==> src/rtl/io_map_pkg.sv <==
// io_map_pkg: shared I/O address map and write-select codes.
// Imported by the I/O port bank and by the memory unit controller, so both
// sides decode the I/O window and select codes from one source.
package io_map_pkg;

  localparam logic [9:0] IO_OUT0_ADDR   = 10'h3FF;
  localparam logic [9:0] IO_OUT1_ADDR   = 10'h3FE;
  localparam logic [9:0] IO_STATUS_ADDR = 10'h3FD;

  localparam logic [4:0] SEL_MEM  = 5'd0;
  localparam logic [4:0] SEL_OUT0 = 5'd1;
  localparam logic [4:0] SEL_OUT1 = 5'd2;

  // Register addressed by a read in the I/O window.
  typedef enum logic [1:0] {
    IO_NONE   = 2'd0,
    IO_IN0    = 2'd1,
    IO_IN1    = 2'd2,
    IO_STATUS = 2'd3
  } io_reg_e;

  function automatic io_reg_e io_decode(input logic [9:0] a);
    io_reg_e r;
    r = IO_NONE;
    if (a == IO_OUT0_ADDR)        r = IO_IN0;
    else if (a == IO_OUT1_ADDR)   r = IO_IN1;
    else if (a == IO_STATUS_ADDR) r = IO_STATUS;
    return r;
  endfunction

endpackage

==> src/rtl/io_port_bank_if.sv <==
// io_port_bank_if: load/store bus between the memory unit controller and the
// I/O port bank.
//   master: drives wr_en, rd_en, addr, sel_mux_data_in, wr_data;
//           receives rd_data, rd_hit.
//   slave : the port bank side.
interface io_port_bank_if #(
  parameter int addr_width = 10,
  parameter int data_width = 32
);
  logic                  wr_en;
  logic                  rd_en;
  logic [addr_width-1:0] addr;
  logic [4:0]            sel_mux_data_in;
  logic [data_width-1:0] wr_data;
  logic [data_width-1:0] rd_data;
  logic                  rd_hit;

  modport master (
    output wr_en, rd_en, addr, sel_mux_data_in, wr_data,
    input  rd_data, rd_hit
  );

  modport slave (
    input  wr_en, rd_en, addr, sel_mux_data_in, wr_data,
    output rd_data, rd_hit
  );
endinterface

==> src/rtl/io_port_bank_sync2.sv <==
// io_sync2: width-parameterised two-flop synchroniser, synchronous
// active-high reset.
//   clk, rst : clock and reset
//   d        : asynchronous input
//   q        : synchronised output (two clk edges after d is captured)
module io_sync2 #(
  parameter int width = 32
) (
  input  logic             clk,
  input  logic             rst,
  input  logic [width-1:0] d,
  output logic [width-1:0] q
);

  logic [width-1:0] meta;

  always_ff @(posedge clk) begin
    if (rst) begin
      meta <= '0;
      q    <= '0;
    end else begin
      meta <= d;
      q    <= meta;
    end
  end

endmodule

==> src/rtl/io_port_bank.sv <==
// io_port_bank: memory-mapped I/O port bank behind the memory unit controller.
// Owns the two output port registers, synchronises two asynchronous input
// ports, keeps a sticky per-input change flag and returns registered load data
// for the I/O window (0x3FF IN0/OUT0, 0x3FE IN1/OUT1, 0x3FD STATUS).
//   clk, rst              : core clock, synchronous active-high reset
//   bus (slave)           : store/load strobes, address, select code, data
//   in_port0, in_port1    : asynchronous physical inputs
//   out_port0, out_port1  : physical output registers
//   in_changed            : sticky change flags {IN1, IN0}
module io_port_bank
  import io_map_pkg::*;
#(
  parameter int addr_width = 10,
  parameter int data_width = 32
) (
  input  logic                  clk,
  input  logic                  rst,
  io_port_bank_if.slave         bus,
  input  logic [data_width-1:0] in_port0,
  input  logic [data_width-1:0] in_port1,
  output logic [data_width-1:0] out_port0,
  output logic [data_width-1:0] out_port1,
  output logic [1:0]            in_changed
);

  logic [data_width-1:0] in0_s, in1_s;
  logic [data_width-1:0] in0_q, in1_q;
  io_reg_e               io_sel;
  logic                  rd_accept;
  logic [1:0]            set_flag, clr_flag;
  logic [data_width-1:0] rd_mux;

  io_sync2 #(.width(data_width)) u_sync0 (
    .clk (clk), .rst (rst), .d (in_port0), .q (in0_s)
  );

  io_sync2 #(.width(data_width)) u_sync1 (
    .clk (clk), .rst (rst), .d (in_port1), .q (in1_s)
  );

  // The window addresses are the 10-bit constants zero-extended to the bus;
  // a bus narrower than 10 bits cannot reach them, so nothing decodes.
  if (addr_width >= 10) begin : g_decode
    logic upper_zero;
    if (addr_width > 10) begin : g_wide
      assign upper_zero = ~|bus.addr[addr_width-1:10];
    end else begin : g_exact
      assign upper_zero = 1'b1;
    end
    assign io_sel = upper_zero ? io_decode(bus.addr[9:0]) : IO_NONE;
  end else begin : g_no_decode
    assign io_sel = IO_NONE;
  end

  // A store in the same cycle wins; the load is dropped entirely.
  assign rd_accept = bus.rd_en & ~bus.wr_en;

  assign set_flag = {in1_s != in1_q, in0_s != in0_q};
  assign clr_flag = {rd_accept & (io_sel == IO_IN1),
                     rd_accept & (io_sel == IO_IN0)};

  always_comb begin
    rd_mux = '0;
    case (io_sel)
      IO_IN0:    rd_mux = in0_s;
      IO_IN1:    rd_mux = in1_s;
      IO_STATUS: rd_mux = {{(data_width-2){1'b0}}, in_changed};
      default:   rd_mux = '0;
    endcase
  end

  always_ff @(posedge clk) begin
    if (rst) begin
      out_port0   <= '0;
      out_port1   <= '0;
      in0_q       <= '0;
      in1_q       <= '0;
      in_changed  <= '0;
      bus.rd_data <= '0;
      bus.rd_hit  <= 1'b0;
    end else begin
      if (bus.wr_en && bus.sel_mux_data_in == SEL_OUT0) out_port0 <= bus.wr_data;
      if (bus.wr_en && bus.sel_mux_data_in == SEL_OUT1) out_port1 <= bus.wr_data;

      in0_q <= in0_s;
      in1_q <= in1_s;

      // Set has priority so an edge arriving during the clearing read is kept.
      in_changed <= set_flag | (in_changed & ~clr_flag);

      if (rd_accept && io_sel != IO_NONE) begin
        bus.rd_hit  <= 1'b1;
        bus.rd_data <= rd_mux;
      end else begin
        bus.rd_hit  <= 1'b0;
        bus.rd_data <= '0;
      end
    end
  end

endmodule
==> src/flat_wrapper.sv <==
// flat-port wrapper written by rule: the top's interface ports become plain ports
module io_port_bank_flat import io_map_pkg::*;
#(
  parameter int addr_width = 10,
  parameter int data_width = 32
)
  (clk, rst, in_port0, in_port1, out_port0, out_port1, in_changed, bus_wr_en, bus_rd_en, bus_addr, bus_sel_mux_data_in, bus_wr_data, bus_rd_data, bus_rd_hit);
  io_port_bank_if #(.addr_width(addr_width), .data_width(data_width)) bus_i ();
  input  logic clk;
  input  logic rst;
  input  logic [data_width-1:0] in_port0;
  input  logic [data_width-1:0] in_port1;
  output logic [data_width-1:0] out_port0;
  output logic [data_width-1:0] out_port1;
  output logic [1:0] in_changed;
  input wire logic [$bits(bus_i.wr_en)-1:0] bus_wr_en;
  input wire logic [$bits(bus_i.rd_en)-1:0] bus_rd_en;
  input wire logic [$bits(bus_i.addr)-1:0] bus_addr;
  input wire logic [$bits(bus_i.sel_mux_data_in)-1:0] bus_sel_mux_data_in;
  input wire logic [$bits(bus_i.wr_data)-1:0] bus_wr_data;
  output wire logic [$bits(bus_i.rd_data)-1:0] bus_rd_data;
  output wire logic [$bits(bus_i.rd_hit)-1:0] bus_rd_hit;
  assign bus_i.wr_en = bus_wr_en;
  assign bus_i.rd_en = bus_rd_en;
  assign bus_i.addr = bus_addr;
  assign bus_i.sel_mux_data_in = bus_sel_mux_data_in;
  assign bus_i.wr_data = bus_wr_data;
  assign bus_rd_data = bus_i.rd_data;
  assign bus_rd_hit = bus_i.rd_hit;
  io_port_bank #(.addr_width(addr_width), .data_width(data_width)) u_core (.clk(clk), .rst(rst), .bus(bus_i), .in_port0(in_port0), .in_port1(in_port1), .out_port0(out_port0), .out_port1(out_port1), .in_changed(in_changed));
endmodule
==> config.mk <==
export PLATFORM = sky130hd
export DESIGN_NAME = io_port_bank_flat
export DESIGN_NICKNAME = d
export VERILOG_FILES = /design/src/rtl/io_map_pkg.sv /design/src/rtl/io_port_bank_if.sv /design/src/rtl/io_port_bank_sync2.sv /design/src/rtl/io_port_bank.sv /design/src/flat_wrapper.sv
export SDC_FILE = /design/constraint.sdc
export NUM_CORES = 1
export LEC_CHECK = 0
export ABC_AREA = 1
export BUFFER_PORTS_ARGS = -buffer_cell sky130_fd_sc_hd__buf_2
export CAP_MARGIN = 5
export CORE_ASPECT_RATIO = 2
export CORE_MARGIN = 10
export CORE_UTILIZATION = 45
export DETAILED_ROUTE_END_ITERATION = 10
export PLACE_DENSITY = 0.7
export RECOVER_POWER = 50
export SLEW_MARGIN = 20
export SYNTH_ARGS = -nofsm -noshare
export SYNTH_HDL_FRONTEND = slang
export SYNTH_SLANG_ARGS = --single-unit
==> constraint.sdc <==
create_clock -name clk -period 1.2 [get_ports clk]
set_input_delay 0.24 -clock clk [delete_from_list [all_inputs] [get_ports clk]]
set_output_delay 0.24 -clock clk [all_outputs]
set_load 0.05 [all_outputs]
==> impl.org, run 1 <==
** Global route
- For met3 alone, demand over resource in global routing was 5.67%.
- Global routing met1 resource utilization :: 18.7%
- All-layer global routing usage :: 19.3%
- Global-route wire length before repair :: 46.5 mm
- Entering global routing, the biggest net connects 112 pins.
- Busiest grt layer :: met2
- Sum of overflow across all layers after global routing :: 0
- The via count of the first global-routing pass was 9223.
- Number of antenna violations at the first check in global routing :: 1
- For met2 alone, demand over resource in global routing was 35.7%.

** Worst setup path
- STA classifies the critical path endpoint as a flip-flop.
- In this design, the stage delay of the slowest critical-path cell is 0.40 ns.
- The worst setup path is of the reg -> reg kind.
- Data arrival time of the worst path :: 1.68 ns
- The cell family contributing the most delay on the critical path is simple AND/OR/NAND/NOR gates.
- STA classifies the critical path startpoint as a flip-flop.
- Minimum setup slack among reg-to-reg paths :: -0.09 ns
- Data on the critical path is required at its endpoint by 1.60 ns.
- The largest individual stage delay along the critical path comes from the cell sky130_fd_sc_hd__dfxtp_1.
- Critical-path cell list :: inv_1, nand2_1, nand2_1, nor2_2, nand2_1, nor2_2, nand3_2, nor2_2, nor2_1
- In this run the worst path has a maximum fanout of 3.
- The worst register-to-register path has a depth of 9.
- Number of buffers and inverters on the critical path :: 1
- The startpoint identified for the worst register-to-register timing path is u_core.u_sync1.q[19].
- Capture point of the worst reg-to-reg path :: u_core.in_changed[1]
- The critical path runs through a total of 9 cells.

** Placed design
- Detailed placer's ending HPWL :: 18.6 mm
- Routability-driven placement finished with a final weighted congestion of 0.818.
- Count of placed standard cells including taps :: 1735
- Total of buffers placed on input and output ports :: 213

** Timing
- After layout, the worst setup slack is -0.0863 ns.
- Final worst path period need :: 1.29 ns
- The hold violation count in the final report is 0.
- Setup repair after global routing could not meet its margin everywhere.
- Number of endpoints failing setup at the final stage :: 101
- The tightest hold path in the finished design has a slack of 0.0343 ns.
- Final Skew :: 0.00680 ns
- Worst-margin pin slew :: 0.471 ns
- Number of pins with negative max-slew slack in the final report :: 0
- Max Fclk :: 0.777 GHz
- The worst path uses 107% of the clock period.
- Headroom to the max-slew limit came out at 68.6%.

** Logic synthesis
- A synthesized cell averages 8.03 um^2.
- Post-Synthesis Cell Area :: 10000 um^2
- Synthesis produced a netlist with a net count of 1365.
- Counting every instance in the synthesized netlist gives 1250.
- YS warnings :: 0
- After synthesis, the netlist uses 22 different library cells.
- Flop and latch count out of synthesis :: 291
- Sequential-to-total area share from yosys stat :: 58.0%

** Worst hold path
- The path class of the tightest hold or removal check is in -> reg.
- For hold timing, the worst endpoint is u_core.out_port0[7].
- The startpoint identified for the worst hold timing path is bus_wr_data[7].
- Number of cells on the worst hold path :: 3

** Clocking
- Clock tree synthesis inserted a total of 25 buffers.
- TritonCTS built the clock tree.
- Clock Pin Slew Worst Setup and Hold Paths :: 0.07 ns
- The clock net in this run drives a total of 291 sinks.
- Buffer cell driving the clock tree root :: sky130_fd_sc_hd__clkbuf_16
- Buffer levels on the longest clock path :: 3
- The later pin in the worst-skew pair is clocked with a latency of 0.53 ns.
- H-tree lvl count :: 1

** Outcome
- The final reports fail on setup timing.
- Run status :: finished with violations

** Floorplanning
- Die Footprint :: 29000 um^2
- Core Area :: 22100 um^2
- Boundary Pins :: 214
- Die W :: 126 um
- # rows :: 77
- The floorplan step set the die height to 231 um.
- Once the floorplan was initialized, standard cells occupied 45.5% of the core.

** Power
- PnR Total Power :: 0.0193 W
- Worst IR Drop VDD :: 1.12 mV
- In this run the static leakage power is 6.65 nW.
- For this design the ratio of total power to cell area is 1300 nW/um^2.

** Cells and area
- After the flow finishes, the layout carries non-filler instances totaling 1896.
- Area Overhead vs Synth :: 47.7%
- The post-route netlist has 29.6% of its cells at a drive strength greater than 1.
- Final-layout fill cell count :: 1662
- In the final design database the tool counted 1721 nets.

** Route
- The routed design has 29.4 mm of wire.
- Drt drc :: 0
- The first detailed-routing pass ran for 4 iterations.
- Detailed routing inserted a total of 8925 vias.
- In the final routed layout, each cell accounts on average for 15.5 um.
- After the first detailed-routing iteration, the DRC count stood at 442.
- Per-cell via count in the routed design :: 4.71
- Post-detailed-route count of antenna-violating nets :: 0

** Flow run
- Maximum Capacitance Violations :: 0
## worst register-to-register path, stage by stage, from the launching register on
cell and delay (ns):
sky130_fd_sc_hd__dfxtp_1 0.40, sky130_fd_sc_hd__inv_1 0.09, sky130_fd_sc_hd__nand2_1 0.07, sky130_fd_sc_hd__nand2_1 0.07, sky130_fd_sc_hd__nor2_2 0.08, sky130_fd_sc_hd__nand2_1 0.07, sky130_fd_sc_hd__nor2_2 0.15, sky130_fd_sc_hd__nand3_2 0.11
sky130_fd_sc_hd__nor2_2 0.09, sky130_fd_sc_hd__nor2_1 0.04
## placed cells by master (no fill, tap or decap)
master                          synthesis  final
sky130_fd_sc_hd__nor2_1               281    268
sky130_fd_sc_hd__inv_1                223    223
sky130_fd_sc_hd__dfxtp_1              291    175
sky130_fd_sc_hd__nand2_1              170    166
sky130_fd_sc_hd__buf_2                  8    113
sky130_fd_sc_hd__dfxtp_2                0    110
sky130_fd_sc_hd__buf_8                  0     99
sky130_fd_sc_hd__dlygate4sd3_1          0     95
sky130_fd_sc_hd__a21oi_1               94     94
sky130_fd_sc_hd__nand3_1               68     67
sky130_fd_sc_hd__buf_4                  0     67
sky130_fd_sc_hd__xnor2_1               29     25
sky130_fd_sc_hd__clkbuf_16              0     25
sky130_fd_sc_hd__nor2_2                 5     17
sky130_fd_sc_hd__xor2_1                13     13
sky130_fd_sc_hd__buf_12                 0     11
sky130_fd_sc_hd__clkbuf_1              36      8
sky130_fd_sc_hd__nand2_2                3      7
sky130_fd_sc_hd__dfxtp_4                0      6
sky130_fd_sc_hd__clkbuf_8               0      5
sky130_fd_sc_hd__xnor2_2                0      4
sky130_fd_sc_hd__nand4_1                4      4
sky130_fd_sc_hd__inv_2                  3      3
sky130_fd_sc_hd__nand3_2                2      3
sky130_fd_sc_hd__nor2_4                 1      2
sky130_fd_sc_hd__nor3_4                 2      2
sky130_fd_sc_hd__o211ai_1               2      2
sky130_fd_sc_hd__diode_2                0      1
sky130_fd_sc_hd__nor4b_4                1      1
sky130_fd_sc_hd__nand3_4                1      1
sky130_fd_sc_hd__clkinvlp_4             0      1
sky130_fd_sc_hd__clkinv_2               0      1
sky130_fd_sc_hd__bufinv_16              0      1
## per-stage QoR
step	instance area [um^2]	utilization (%)	setup slack, ns	TNS (ns)
6_report	14800	67.2	-0.0863	-5.87
3_5_place_dp	11700	53.0	-0.307	-20.57
5_1_grt	14800	67.2	-0.180	-8.81
4_1_cts	14600	66.2	-0.115	-7.79
3_3_place_gp	11700	53.0	-0.281	-17.10
2_1_floorplan	10000	-	0.0361	0
## flip-flops by register name, indices dropped and copies added (netlist names), 2 cells and up
name,cells
u_core.bus.rd_data,32
u_core.in0_q,32
u_core.in1_q,32
u_core.out_port0,32
u_core.out_port1,32
u_core.u_sync0.meta,32
u_core.u_sync0.q,32
u_core.u_sync1.meta,32
u_core.u_sync1.q,32
u_core.in_changed,2
## area by class of cell
cell class              instances  area [um^2]  area share [%]
inverters                     226          848            5.72
repair buffers                386         3740            25.2
multi-input cells             676         3150            21.2
clock inverters                 3         42.5           0.287
diodes                          1         2.50          0.0169
well taps                     276          345            2.33
clock buffers                  37          711            4.79
flip-flops and latches        291         5990            40.4
## timing repair
action	in CTS	in global routing
resized for setup	415	25
hold buffers	95	0
pin swaps	5	10
buffers inserted	6	19
endpoints found under the hold margin	124	0
setup endpoints to repair	101	101
## worst max path at each step
stage | start | to
after CTS | u_core.bus.rd_data[9] | bus_rd_data[9]
after global placement | bus_addr[3] | u_core.bus.rd_data[20]
final | u_core.u_sync1.q[19] | u_core.in_changed[1]
after global routing | u_core.u_sync1.q[19] | u_core.in_changed[1]
after floorplan | bus_sel_mux_data_in[3] | u_core.out_port0[10]
after detailed placement | bus_addr[2] | u_core.bus.rd_data[20]
## layer usage
metal	part of all wire, %	wire length, um
met1	34	10100
met2	53	15500
met3	8.3	2450
met4	4.8	1410
met5	0	0
## logic make-up (layout without fill, tap and decap cells)
family                    count (synthesis)  in the layout  share of synthesized area [%]
buffers and inverters                   283            652                           11.4
AOI/OAI and AO/OA                        96             96                           4.84
and+or+nand+nor                         538            538                           22.0
xor gates and xnor gates                 42             42                           3.66
other                                     0              1                              0
DFF                                     291            291                           58.0
## synthesized netlist by cell type
library cell               number  area share [%]
sky130_fd_sc_hd__nand4_1        4            0.25
sky130_fd_sc_hd__nor4b_4        1            0.24
sky130_fd_sc_hd__inv_2          3            0.11
sky130_fd_sc_hd__buf_2          8            0.40
sky130_fd_sc_hd__xor2_1        13             1.1
sky130_fd_sc_hd__buf_1          3            0.11
sky130_fd_sc_hd__inv_1        223             8.3
sky130_fd_sc_hd__clkbuf_1      36             1.3
sky130_fd_sc_hd__o211ai_1       2            0.15
sky130_fd_sc_hd__nand3_2        2            0.20
sky130_fd_sc_hd__nand3_1       68             3.4
sky130_fd_sc_hd__dfxtp_1      291              58
sky130_fd_sc_hd__xnor2_1       29             2.5
sky130_fd_sc_hd__nand2_1      170             6.4
sky130_fd_sc_hd__nor3_4         2            0.32
sky130_fd_sc_hd__nor2_2         5            0.31
sky130_fd_sc_hd__nor2_4         1            0.11
sky130_fd_sc_hd__buf_6         10             1.1
sky130_fd_sc_hd__nor2_1       281              11
sky130_fd_sc_hd__nand3_4        1            0.17
sky130_fd_sc_hd__nand2_2        3            0.19
sky130_fd_sc_hd__a21oi_1       94             4.7
## where the power goes
group | switching, W | leakage (nW) | internal [W]
logic | 0.000824 | 3.85 | 0.000750
clock network | 0.00339 | 0.364 | 0.00428
registers | 0.000145 | 2.44 | 0.00993
total | 0.00436 | 6.65 | 0.0150
Power figures use the tool's default switching activity.
==> inputs of run 2 (changes only) <==
Settings changed: CORE_UTILIZATION 45 to 49, PLACE_DENSITY 0.7 to 0.76.
==> run 2 against run 1 <==
Compared with the run above: the run still ends with setup timing left; sequential share of layout area is 0.22 points lower; fmax is 0.72% lower; via count is 1.6% higher; largest cell class unchanged.
==> impl.org, run 2 (same netlist as run 1, synthesis figures left out) <==
** Outcome
- Run status: finished with violations (unchanged).
- Violated checks :: setup timing (unchanged)

** Timing
- Number of endpoints failing setup at the final stage :: 101 (unchanged)
- The worst setup margin was -0.0957 ns (was -0.0863 ns).
- Final worst path period need :: 1.30 ns (was 1.29 ns)
- Setup repair after global routing missed its margin: true (unchanged).
- Final Skew :: 0.00726 ns (was 0.00680 ns)
- The final period utilization was 108% (was 107%).
- The number of pins with negative max-slew slack in the final report is 0 (unchanged).
- Worst-margin pin slew :: 0.472 ns (was 0.471 ns)
- Max-slew headroom at the worst pin :: 68.5% (was 68.6%)
- Count of endpoints failing hold in the final timing report :: 0 (unchanged)
- Max Fclk :: 0.772 GHz (was 0.777 GHz)

** Cells and area
- The fraction of final layout cells with drive strength greater than 1 was 29.6% (about the same).
- The number of antenna cells inserted came to 0 (was 1).
- The most frequent standard cell in the layout excluding fill and tap cells is sky130_fd_sc_hd__nor2_1 (unchanged).
- The number of nets in the layout was 1728 (was 1721).
- Top library cells by usage in the layout, fill and taps aside :: sky130_fd_sc_hd__nor2_1, sky130_fd_sc_hd__inv_1, sky130_fd_sc_hd__dfxtp_1 (unchanged)
- The area of all placed cells without fillers was 14900 um^2 (was 14800 um^2).
- The layout overhead on the synthesized area came to 48.2% (was 47.7%).
- The count of fill cells added during filler insertion was 1341 (was 1662).

** Worst setup path
- The category of the worst setup path launch point is a flip-flop (unchanged).
- Critical-path cell list: buf_8 (was inv_1, nand2_1, nand2_1, nor2_2, nand2_1, nor2_2, nand3_2, nor2_2, nor2_1).
- Capturing element type of the critical path :: primary output (was flip-flop)
- The maximum fanout encountered on the critical timing path was 2 (was 3).
- The kind of critical path is reg -> out (was reg -> reg).
- The maximum cell stage delay along the critical path came to 0.37 ns (was 0.40 ns).
- The kind of cell adding the most delay to the critical path is flip-flops (was simple AND/OR/NAND/NOR gates).
- Number of buffers and inverters on the critical path :: 1 (unchanged)
- The data arrival time of the critical path is 1.06 ns (was 1.68 ns).
- The highest-delay cell along the critical path was sky130_fd_sc_hd__dfxtp_2 (was sky130_fd_sc_hd__dfxtp_1).
- The launch point of the worst reg-to-reg path is u_core.u_sync1.q[31] (was u_core.u_sync1.q[19]).
- The origin of the worst setup path was u_core.out_port1[13] (was u_core.u_sync1.q[19]).
- Worst endpoint required time :: 0.96 ns (was 1.60 ns)

** Power
- The leakage power summed over all cells is 6.72 nW (was 6.65 nW).
- The largest voltage drop on the vdd net was 1.12 mV (about the same).
- The total design power came to 0.0199 W (was 0.0193 W).
- The total power per unit cell area came to 1340 nW/um^2 (was 1300 nW/um^2).

** Route
- The wire length per cell is 16.1 um (was 15.5 um).
- Starting DRT DRC Count :: 427 (was 442)
- Count of TritonRoute iterations in the first routing pass :: 5 (was 4)
- The mean number of vias per cell was 4.78 (was 4.71).
- Vias after detailed routing :: 9064 (was 8925)
- The total wire length was 30.5 mm (was 29.4 mm).
- The number of design rule violations left after detail routing came to 0 (unchanged).
- Post-detailed-route count of antenna-violating nets :: 0 (unchanged)

** Clocking
- The insertion delay to the later sink of the worst-skew pair was 0.53 ns (about the same).
- Inserted Clock Buffers :: 24 (was 25)
- The buffer levels on the longest clock path came to 3 (unchanged).
- TritonCTS clock tree :: yes (unchanged)
- Clock Pin Slew Worst Setup and Hold Paths :: 0.07 ns (about the same)
- The cell at the root of the clock tree was sky130_fd_sc_hd__clkbuf_16 (unchanged).
- TritonCTS sink count :: 291 (unchanged)
- H-tree lvl count :: 1 (unchanged)

** Global route
- The total global routing overflow came to 0 (unchanged).
- Number of antenna violations at the first check in global routing :: 0 (was 1)
- Global-route wire length before repair :: 48.1 mm (was 46.5 mm)
- The maximum number of pins on one net before global-route repair came to 108 (was 112).
- The all-layer global routing usage came to 22.0% (was 19.3%).
- The via count of the first global-routing pass was 9501 (was 9223).

** Floorplanning
- Boundary Pins :: 214 (unchanged)
- The die area was 27000 um^2 (was 29000 um^2).
- Die W :: 121 um (was 126 um)
- The effective utilization at floorplan came to 49.5% (was 45.5%).
- Chip height :: 222 um (was 231 um)
- # rows :: 74 (was 77)
- The core area was 20300 um^2 (was 22100 um^2).

** Placed design
- The area of placed instances is 11700 um^2 (about the same).
- Detailed placer's ending HPWL :: 18.8 mm (was 18.6 mm)
- RePlAce Congestion :: 0.815 (was 0.818)
- The count of input and output buffers was 213 (unchanged).

** Flow run
- The total of max-cap violations was 0 (unchanged).

** Worst hold path
- Worst Hold Class :: in -> reg (unchanged)
- Start point of the worst min-delay path :: bus_wr_data[15] (was bus_wr_data[7])
==> run 2: cell count changes in the layout (fill, tap and decap cells not counted), moves of 4 or more <==
cell                       delta
sky130_fd_sc_hd__nor2_1       +4
sky130_fd_sc_hd__buf_4       +12
sky130_fd_sc_hd__clkbuf_1     -6
sky130_fd_sc_hd__clkbuf_8     +4
sky130_fd_sc_hd__dfxtp_1      +6
sky130_fd_sc_hd__dfxtp_2      -5
==> run 2: worst paths after layout <==
path | end | slack [ns] | cells after the start
max | out_port1[13] | -0.1 | 1
min | u_core.out_port1[15] | 0.02 | 3
max reg2reg | u_core.in_changed[1] | -0.03 | 7
min reg2reg | u_core.u_sync1.q[0] | 0.40 | 2
==> run 2: layout make-up <==
cell class	instances	area [um^2]	share of cell area (%)
multi-input cells	676	3100	20.9
clock inverters	9	105	0.706
well taps	266	333	2.24
inverters	226	848	5.70
clock buffers	35	743	4.99
repair buffers	394	3770	25.3
flip-flops and latches	291	5980	40.2
==> run 2: where the power goes <==
group / switching, W / total (W) / internal, W
Combinational: 0.000831 / 0.00157 / 0.000734
Sequential: 0.000147 / 0.0101 / 0.00993
Clock: 0.00350 / 0.00825 / 0.00475
==> run 2: stage by stage <==
stage	setup TNS, ns	utilization (%)	cells	hold slack [ns]	setup slack [ns]
2_1_floorplan	0	-	1250	0.347	0.0361
3_3_place_gp	-12.94	57.8	1733	0.390	-0.225
3_5_place_dp	-16.00	57.8	1733	0.393	-0.224
4_1_cts	-7.29	72.5	1875	0.00140	-0.114
5_1_grt	-8.59	73.4	1897	0.0198	-0.137
6_report	-6.30	73.4	1897	0.0173	-0.0957
==> run 2: timing repair <==
action / in CTS / in global routing
resized for setup: 420 / 10
endpoints found under the hold margin: 119 / 0
endpoints found under the setup margin: 101 / 101
pin swaps: 12 / 6
hold buffers: 94 / 0
buffers inserted: 4 / 22
==> run 2: layer usage <==
| metal | routed length [um] | up-vias | track usage, % |
|---|---|---|---|
| met5 | 0 | - | 0 |
| li1 | - | 4406 | - |
| met1 | 10200 | 4211 | 21.6 |
| met2 | 16300 | 363 | 40.4 |
| met4 | 1340 | 0 | 10.2 |
| met3 | 2630 | 84 | 6.83 |
